## src/rtl/polyphase_coeff_loader_pkg.sv

```systemverilog
// rtl/polyphase_coeff_loader_pkg.sv - shared constants and FSM encoding for the coefficient loader
package polyphase_coeff_loader_pkg;

    localparam int DEFAULT_NUMBER_TAPS = 32;
    localparam int DEFAULT_RATE_CHANGE = 8;
    localparam int COEFF_ADDR_WIDTH    = $clog2(DEFAULT_NUMBER_TAPS);
    localparam int PHASE_WIDTH         = $clog2(DEFAULT_RATE_CHANGE);

    localparam logic [1:0] ST_RUN   = 2'd0;
    localparam logic [1:0] ST_DRAIN = 2'd1;
    localparam logic [1:0] ST_LOAD  = 2'd2;
    localparam logic [1:0] ST_FLUSH = 2'd3;

    function automatic logic is_pow2(input int value);
        return (value > 0) && ((value & (value - 1)) == 0);
    endfunction

endpackage

```

## src/rtl/polyphase_coeff_loader_if.sv

```systemverilog
// rtl/polyphase_coeff_loader_if.sv - coefficient, sample and filter-monitor stream bundle
interface polyphase_coeff_loader_if #(
    parameter int DATA_IN_WIDTH     = 16,
    parameter int COEFFICIENT_WIDTH = 16
);
    logic [COEFFICIENT_WIDTH-1:0] s_coeff_tdata;
    logic                         s_coeff_tvalid;
    logic                         s_coeff_tready;
    logic                         s_coeff_tlast;

    logic [DATA_IN_WIDTH-1:0]     s_data_tdata;
    logic                         s_data_tvalid;
    logic                         s_data_tready;
    logic                         s_data_tlast;

    logic [DATA_IN_WIDTH-1:0]     m_data_tdata;
    logic                         m_data_tvalid;
    logic                         m_data_tready;
    logic                         m_data_tlast;

    logic                         filt_out_tvalid;
    logic                         filt_out_tready;
    logic                         filt_out_tlast;

    modport slave (
        input  s_coeff_tdata, s_coeff_tvalid, s_coeff_tlast,
        output s_coeff_tready,
        input  s_data_tdata, s_data_tvalid, s_data_tlast,
        output s_data_tready,
        output m_data_tdata, m_data_tvalid, m_data_tlast,
        input  m_data_tready,
        input  filt_out_tvalid, filt_out_tready, filt_out_tlast
    );

    modport master (
        output s_coeff_tdata, s_coeff_tvalid, s_coeff_tlast,
        input  s_coeff_tready,
        output s_data_tdata, s_data_tvalid, s_data_tlast,
        input  s_data_tready,
        input  m_data_tdata, m_data_tvalid, m_data_tlast,
        output m_data_tready,
        output filt_out_tvalid, filt_out_tready, filt_out_tlast
    );

endinterface

```

## src/rtl/polyphase_coeff_loader_stream_frame_tracker.sv

```systemverilog
// rtl/polyphase_coeff_loader_stream_frame_tracker.sv - tracks open input frame and samples still inside the filter
module stream_frame_tracker (
    input  logic aclk,
    input  logic reset,
    input  logic beat_accepted,
    input  logic beat_last,
    input  logic filt_done,
    output logic in_frame,
    output logic pending
);

    always_ff @(posedge aclk) begin
        if (reset) begin
            in_frame <= 1'b0;
            pending  <= 1'b0;
        end else begin
            if (beat_accepted) begin
                in_frame <= !beat_last;
            end
            // A new sample entering the filter outranks a frame leaving it.
            if (beat_accepted) begin
                pending <= 1'b1;
            end else if (filt_done) begin
                pending <= 1'b0;
            end
        end
    end

endmodule

```

## src/rtl/polyphase_coeff_loader.sv

```systemverilog
// rtl/polyphase_coeff_loader.sv - quiesces the sample path and streams a new prototype coefficient set into the filter
module polyphase_coeff_loader
    import polyphase_coeff_loader_pkg::*;
#(
    parameter int NUMBER_TAPS       = DEFAULT_NUMBER_TAPS,
    parameter int RATE_CHANGE       = DEFAULT_RATE_CHANGE,
    parameter int DATA_IN_WIDTH     = 16,
    parameter int COEFFICIENT_WIDTH = 16
) (
    input  logic                           aclk,
    input  logic                           reset,
    polyphase_coeff_loader_if.slave        bus,
    output logic                           coeffs_wren,
    output logic [$clog2(NUMBER_TAPS)-1:0] coeffs_addr,
    output logic [COEFFICIENT_WIDTH-1:0]   coeffs_wdata,
    output logic                           busy,
    output logic                           load_done,
    output logic                           load_error
);

    localparam int             AW        = $clog2(NUMBER_TAPS);
    localparam logic [AW-1:0]  LAST_ADDR = AW'(NUMBER_TAPS - 1);

    if (!is_pow2(RATE_CHANGE) || (NUMBER_TAPS % RATE_CHANGE) != 0) begin : g_bad_params
        $error("NUMBER_TAPS must be a multiple of a power-of-two RATE_CHANGE");
    end

    logic [1:0]               state;
    logic [1:0]               state_next;
    logic [AW-1:0]            cnt;
    logic                     in_frame;
    logic                     pending;
    logic                     pass;
    logic                     coeff_accept;
    logic                     load_beat;
    logic                     sample_accept;
    logic                     filt_done;
    logic                     at_last;
    logic                     finish_now;
    logic                     finish_err;
    logic                     finish_q;
    logic                     finish_err_q;
    logic [DATA_IN_WIDTH-1:0] sample_data;

    // In DRAIN the open frame may still complete, but no new frame is let in.
    assign pass          = (state == ST_RUN) || ((state == ST_DRAIN) && in_frame);
    assign sample_data   = bus.s_data_tdata;
    assign bus.m_data_tdata  = sample_data;
    assign bus.m_data_tlast  = bus.s_data_tlast;
    assign bus.m_data_tvalid = bus.s_data_tvalid & pass;
    assign bus.s_data_tready = bus.m_data_tready & pass;
    assign bus.s_coeff_tready = (state == ST_LOAD) || (state == ST_FLUSH);

    assign coeff_accept  = bus.s_coeff_tvalid & bus.s_coeff_tready;
    assign load_beat     = coeff_accept && (state == ST_LOAD);
    assign sample_accept = bus.m_data_tvalid & bus.m_data_tready;
    assign filt_done     = bus.filt_out_tvalid & bus.filt_out_tready & bus.filt_out_tlast;
    assign at_last       = (cnt == LAST_ADDR);
    assign busy          = (state != ST_RUN);

    stream_frame_tracker u_tracker (
        .aclk          (aclk),
        .reset         (reset),
        .beat_accepted (sample_accept),
        .beat_last     (bus.s_data_tlast),
        .filt_done     (filt_done),
        .in_frame      (in_frame),
        .pending       (pending)
    );

    always_comb begin
        state_next = state;
        finish_now = 1'b0;
        finish_err = 1'b0;
        case (state)
            ST_RUN: begin
                if (bus.s_coeff_tvalid) state_next = ST_DRAIN;
            end
            ST_DRAIN: begin
                if (!in_frame && !pending) state_next = ST_LOAD;
            end
            ST_LOAD: begin
                if (coeff_accept) begin
                    if (bus.s_coeff_tlast) begin
                        state_next = ST_RUN;
                        finish_now = 1'b1;
                        finish_err = !at_last;
                    end else if (at_last) begin
                        state_next = ST_FLUSH;
                    end
                end
            end
            default: begin
                if (coeff_accept && bus.s_coeff_tlast) begin
                    state_next = ST_RUN;
                    finish_now = 1'b1;
                    finish_err = 1'b1;
                end
            end
        endcase
    end

    // coeffs_addr is the linear prototype index: low PHASE bits pick the section.
    always_ff @(posedge aclk) begin
        if (reset) begin
            state        <= ST_RUN;
            cnt          <= '0;
            coeffs_wren  <= 1'b0;
            coeffs_addr  <= '0;
            coeffs_wdata <= '0;
            finish_q     <= 1'b0;
            finish_err_q <= 1'b0;
            load_done    <= 1'b0;
            load_error   <= 1'b0;
        end else begin
            state       <= state_next;
            coeffs_wren <= load_beat;
            if (load_beat) begin
                coeffs_addr  <= cnt;
                coeffs_wdata <= bus.s_coeff_tdata;
            end
            if (state != ST_LOAD) begin
                cnt <= '0;
            end else if (load_beat && !at_last) begin
                cnt <= cnt + AW'(1);
            end
            finish_q     <= finish_now;
            finish_err_q <= finish_err;
            load_done    <= finish_q;
            if (finish_q) load_error <= finish_err_q;
        end
    end

endmodule
```

## src/flat_wrapper.sv

```systemverilog
// flat-port wrapper written by rule: the top's interface ports become plain ports
module polyphase_coeff_loader_flat import polyphase_coeff_loader_pkg::*;
#(
    parameter int NUMBER_TAPS       = DEFAULT_NUMBER_TAPS,
    parameter int RATE_CHANGE       = DEFAULT_RATE_CHANGE,
    parameter int DATA_IN_WIDTH     = 16,
    parameter int COEFFICIENT_WIDTH = 16
)
  (aclk, reset, coeffs_wren, coeffs_addr, coeffs_wdata, busy, load_done, load_error, bus_s_coeff_tdata, bus_s_coeff_tvalid, bus_s_coeff_tlast, bus_s_coeff_tready, bus_s_data_tdata, bus_s_data_tvalid, bus_s_data_tlast, bus_s_data_tready, bus_m_data_tdata, bus_m_data_tvalid, bus_m_data_tlast, bus_m_data_tready, bus_filt_out_tvalid, bus_filt_out_tready, bus_filt_out_tlast);
  polyphase_coeff_loader_if #(.DATA_IN_WIDTH(DATA_IN_WIDTH), .COEFFICIENT_WIDTH(COEFFICIENT_WIDTH)) bus_i ();
  input  logic aclk;
  input  logic reset;
  output logic coeffs_wren;
  output logic [$clog2(NUMBER_TAPS)-1:0] coeffs_addr;
  output logic [COEFFICIENT_WIDTH-1:0] coeffs_wdata;
  output logic busy;
  output logic load_done;
  output logic load_error;
  input wire logic [$bits(bus_i.s_coeff_tdata)-1:0] bus_s_coeff_tdata;
  input wire logic [$bits(bus_i.s_coeff_tvalid)-1:0] bus_s_coeff_tvalid;
  input wire logic [$bits(bus_i.s_coeff_tlast)-1:0] bus_s_coeff_tlast;
  output wire logic [$bits(bus_i.s_coeff_tready)-1:0] bus_s_coeff_tready;
  input wire logic [$bits(bus_i.s_data_tdata)-1:0] bus_s_data_tdata;
  input wire logic [$bits(bus_i.s_data_tvalid)-1:0] bus_s_data_tvalid;
  input wire logic [$bits(bus_i.s_data_tlast)-1:0] bus_s_data_tlast;
  output wire logic [$bits(bus_i.s_data_tready)-1:0] bus_s_data_tready;
  output wire logic [$bits(bus_i.m_data_tdata)-1:0] bus_m_data_tdata;
  output wire logic [$bits(bus_i.m_data_tvalid)-1:0] bus_m_data_tvalid;
  output wire logic [$bits(bus_i.m_data_tlast)-1:0] bus_m_data_tlast;
  input wire logic [$bits(bus_i.m_data_tready)-1:0] bus_m_data_tready;
  input wire logic [$bits(bus_i.filt_out_tvalid)-1:0] bus_filt_out_tvalid;
  input wire logic [$bits(bus_i.filt_out_tready)-1:0] bus_filt_out_tready;
  input wire logic [$bits(bus_i.filt_out_tlast)-1:0] bus_filt_out_tlast;
  assign bus_i.s_coeff_tdata = bus_s_coeff_tdata;
  assign bus_i.s_coeff_tvalid = bus_s_coeff_tvalid;
  assign bus_i.s_coeff_tlast = bus_s_coeff_tlast;
  assign bus_s_coeff_tready = bus_i.s_coeff_tready;
  assign bus_i.s_data_tdata = bus_s_data_tdata;
  assign bus_i.s_data_tvalid = bus_s_data_tvalid;
  assign bus_i.s_data_tlast = bus_s_data_tlast;
  assign bus_s_data_tready = bus_i.s_data_tready;
  assign bus_m_data_tdata = bus_i.m_data_tdata;
  assign bus_m_data_tvalid = bus_i.m_data_tvalid;
  assign bus_m_data_tlast = bus_i.m_data_tlast;
  assign bus_i.m_data_tready = bus_m_data_tready;
  assign bus_i.filt_out_tvalid = bus_filt_out_tvalid;
  assign bus_i.filt_out_tready = bus_filt_out_tready;
  assign bus_i.filt_out_tlast = bus_filt_out_tlast;
  polyphase_coeff_loader #(.NUMBER_TAPS(NUMBER_TAPS), .RATE_CHANGE(RATE_CHANGE), .DATA_IN_WIDTH(DATA_IN_WIDTH), .COEFFICIENT_WIDTH(COEFFICIENT_WIDTH)) u_core (.aclk(aclk), .reset(reset), .bus(bus_i), .coeffs_wren(coeffs_wren), .coeffs_addr(coeffs_addr), .coeffs_wdata(coeffs_wdata), .busy(busy), .load_done(load_done), .load_error(load_error));
endmodule
```

## config.mk

```make
export PLATFORM = sky130hd
export DESIGN_NAME = polyphase_coeff_loader_flat
export DESIGN_NICKNAME = d
export VERILOG_FILES = /design/src/rtl/polyphase_coeff_loader_pkg.sv /design/src/rtl/polyphase_coeff_loader_if.sv /design/src/rtl/polyphase_coeff_loader_stream_frame_tracker.sv /design/src/rtl/polyphase_coeff_loader.sv /design/src/flat_wrapper.sv
export SDC_FILE = /design/constraint.sdc
export NUM_CORES = 1
export LEC_CHECK = 0
export CORE_MARGIN = 8
export CORE_UTILIZATION = 37
export DETAILED_ROUTE_END_ITERATION = 10
export GPL_TIMING_DRIVEN = 0
export PLACE_DENSITY = 0.87
export RECOVER_POWER = 50
export SETUP_SLACK_MARGIN = 0.3
export SLEW_MARGIN = 30
export SYNTH_ARGS = -nofsm -noshare
export SYNTH_HDL_FRONTEND = slang
export SYNTH_SLANG_ARGS = --single-unit
export TNS_END_PERCENT = 20
```

## constraint.sdc

```tcl
create_clock -name aclk -period 2.1 [get_ports aclk]
set_input_delay 0.42 -clock aclk [delete_from_list [all_inputs] [get_ports aclk]]
set_output_delay 0.42 -clock aclk [all_outputs]
set_load 0.01 [all_outputs]
```

==> flow_metrics.py <==
metrics = {
    "hold_path": {
        "hp-class": "flop to flop",
    },
    "placed_design": {
        "dp.cells": 292,
        "io_buffer_count": 70,
        "hpwl_mm": 3.06,
        "globalplace.congestion": 0.796,
        "post-place-ws_ps": 15.8,
    },
    "worst_setup_path": {
        "rrSetupSlack_ps": 340,
        "reg2reg_from": "u_core.cnt[0]",
        "worst_ep_required_time_ps": 1680,
        "startpoint_type": "flop",
        "cp-endpoint": "busy",
        "arrival_ps": 1450,
        "crit_path_end_kind": "output pin",
        "worst_r2r_endpoint": "u_core.cnt[2]",
        "rr_worst_depth": 6,
        "cp-startpoint": "u_core.state[1]",
        "worstPathMaxFanout": 10,
        "criticalPathCategory": "flop to output pin",
    },
    "timing": {
        "holdWs_ps": 450,
        "min_period_ps": 1870,
        "tightest_slew_ps": 485,
        "min_period_over_period_pct": 89.2,
        "finalHoldViolations": 0,
        "rsz0062_at_grt": "true",
        "tns_ps": 0,
        "relSlewSlack_pct": 67.7,
        "fin_worst_skew_ps": 3.27,
        "drv_slew": 0,
        "fmax_mhz": 534,
        "layout_setup_ws_ps": 226,
        "setup_viol": 0,
    },
    "finish": {
        "nets": 293,
        "stdcell_count": 300,
        "syn2layout_area_growth_pct": 58.4,
        "drive_gt1_share_pct": 13.6,
        "n_antenna_cell": 0,
        "final_util_pct": 59.5,
    },
    "clock_tree": {
        "cts_tree": "done",
        "clk-insertion-delay-late_ps": 280,
        "cts_buffer_depth": 2,
        "ctsHtreeMaxLevel": 2,
        "clk_pin_slew_ps": 70,
        "postCtsHoldBufs": 0,
        "cts_buffers": 5,
        "cts_setup_buffers": 0,
        "cts.sinks": 35,
        "cts-root-buf": "clkbuf_8",
    },
    "detailed_routing": {
        "drc_errors": 0,
        "wl_met3_microns": 347,
        "m1WireLength_mm": 1.60,
        "initialDrtViolationCount": 115,
        "avgRoutedWirePerCell_microns": 13.0,
        "finalWirelength_mm": 3.89,
        "vias": 1396,
        "vias_per_cell": 4.65,
        "wl_met2_mm": 1.88,
        "ant_nets": 0,
        "top_layer": "met4",
        "first_pass_iters": 4,
    },
    "run": {
        "maxCapViolCount": 0,
    },
    "floorplanning": {
        "num_io_pins": 87,
        "initial_core_util_pct": 37.6,
        "placementRows": 23,
        "die_area_sq_mm": 0.00621,
        "dieWidth_microns": 78.8,
        "die_h_microns": 78.8,
        "core-area_sq_mm": 0.00388,
    },
    "yosys": {
        "synth-seq-cells": 35,
        "yosysTopAreaCell": "dfxtp_1",
        "synthCells": 172,
        "yosys-top-cells-area": "dfxtp_1 (48%), nand2_1 (12%), buf_4 (9.8%)",
        "yosysWarnings": 0,
        "syn_area_sq_mm": 0.00146,
        "synth_area_per_cell_sq_um": 8.49,
        "ys_types": 29,
        "syn-num-nets": 216,
        "ys_seq_area_share_pct": 48.0,
        "yosys.area.top_type_share_pct": 48.0,
    },
    "global_route": {
        "grt_pass1_vias": 1437,
        "grt.total_usage_pct": 13.1,
        "antenna_found_initial": 0,
        "grt_max_degree": 11,
        "grt_remaining_overflow": 0,
        "grt_pass1_wl_mm": 6.58,
    },
    "power_and_ir_drop": {
        "pwr_density_cell_mw_per_mm2": 631,
        "peakVddDrop_v": 0.000276,
        "p_leak_nw": 0.934,
    },
    "outcome": {
        "status": "finished, final reports clean",
    },
}
sequential cells by signal, indices dropped and copies added (netlist names):
| signal | flops |
|---|---|
| u_core.coeffs_wdata | 16 |
| u_core.cnt | 5 |
| u_core.coeffs_addr | 5 |
| u_core.state | 2 |
| u_core.coeffs_wren | 1 |
| u_core.finish_err_q | 1 |
| u_core.finish_q | 1 |
| u_core.load_done | 1 |
| u_core.load_error | 1 |
| u_core.u_tracker.in_frame | 1 |
| u_core.u_tracker.pending | 1 |
through the flow:
| step | cell area, sq um | power, mW |
|---|---|---|
| floorplan | 1460 | 0.830 |
| global placement | 2220 | 0.973 |
| detailed placement | 2220 | 0.978 |
| CTS | 2320 | 1.49 |
| global route | 2310 | 1.53 |
| finish | 2310 | 1.46 |
cell families (layout without fill, tap and decap cells):
kind of cell / count (synthesis) / count (layout) / share of synthesized area [%]
DFF: 35 / 35 / 48.0
muxes: 1 / 1 / 0.686
adders and majority gates: 2 / 2 / 1.71
AOI/OAI and AO/OA: 38 / 38 / 14.1
buffers and inverters: 27 / 105 / 11.9
xor gates and xnor gates: 1 / 1 / 0.600
and+or+nand+nor: 68 / 68 / 23.1
critical path: stages, from the launching register on:
cell           delay, ps
dfxtp_2              350
clkbuf_1             210
or2_2                330
dlygate4sd2_1        290
metal layers:
layer / up-vias / track usage, %
met1: 627 / 14.1
met4: 0 / 5.00
met2: 51 / 22.5
met3: 5 / 5.30
li1: 713 / -
met5: - / 0
final cells by class:
cell class              count  area (sq um)
fillers                   344          1570
repair buffers             70           688
flip-flops and latches     35           703
multi-input cells         110           586
well taps                  50          62.6
clock buffers               8           100
plain buffers              26           169
inverters                   1          3.75
cell usage in the layout, fill, tap and decap left out, types with 2 or more instances in the layout:
cell type,count
nand2_1,47
dlygate4sd3_1,35
dfxtp_1,33
clkdlybuf4s50_1,31
a21oi_1,27
buf_4,19
clkbuf_8,7
clkbuf_1,6
o21ai_0,5
nor3b_1,4
nor2_1,3
and3b_1,3
buf_1,2
a211oi_1,2
a21boi_0,2
nand3_1,2
ha_1,2
dlygate4sd2_1,2
clkbuf_2,2
dfxtp_2,2
power by group:
group | switching, mW | total, mW | internal [mW]
Sequential | 0.0155 | 0.700 | 0.685
Combinational | 0.101 | 0.242 | 0.142
Clock | 0.218 | 0.517 | 0.299
Total | 0.334 | 1.46 | 1.13
worst min path at each step:
stage	end	slack (ps)	startpoint	depth (start not counted)
global placement	u_core.coeffs_addr[3]	440	u_core.coeffs_addr[3]	2
global route	u_core.coeffs_wdata[10]	470	u_core.coeffs_wdata[10]	2
detailed placement	u_core.coeffs_wdata[1]	450	u_core.coeffs_wdata[1]	2
floorplan	u_core.u_tracker.pending	430	u_core.u_tracker.pending	2
CTS	u_core.coeffs_wdata[1]	460	u_core.coeffs_wdata[1]	2
finish	u_core.coeffs_wdata[1]	450	u_core.coeffs_wdata[1]	2
repair_timing:
item	CTS	global route
endpoints found under the hold margin	0	0
setup endpoints to repair	5	10
resized for setup	4	10
cell usage after synthesis (all sizes together):
master / count
a211oi: 2
a21boi: 2
a21oi: 27
and2: 1
and3: 1
and3b: 3
and4bb: 1
buf: 22
clkbuf: 4
dfxtp: 35
ha: 2
inv: 1
mux2i: 1
nand2: 47
nand3: 2
nand3b: 2
nor2: 3
nor2b: 1
nor3b: 4
o21a: 1
o21ai: 5
o31ai: 1
or2: 1
or4: 1
or4b: 1
xnor2: 1
(Power assumes the default switching activity.)
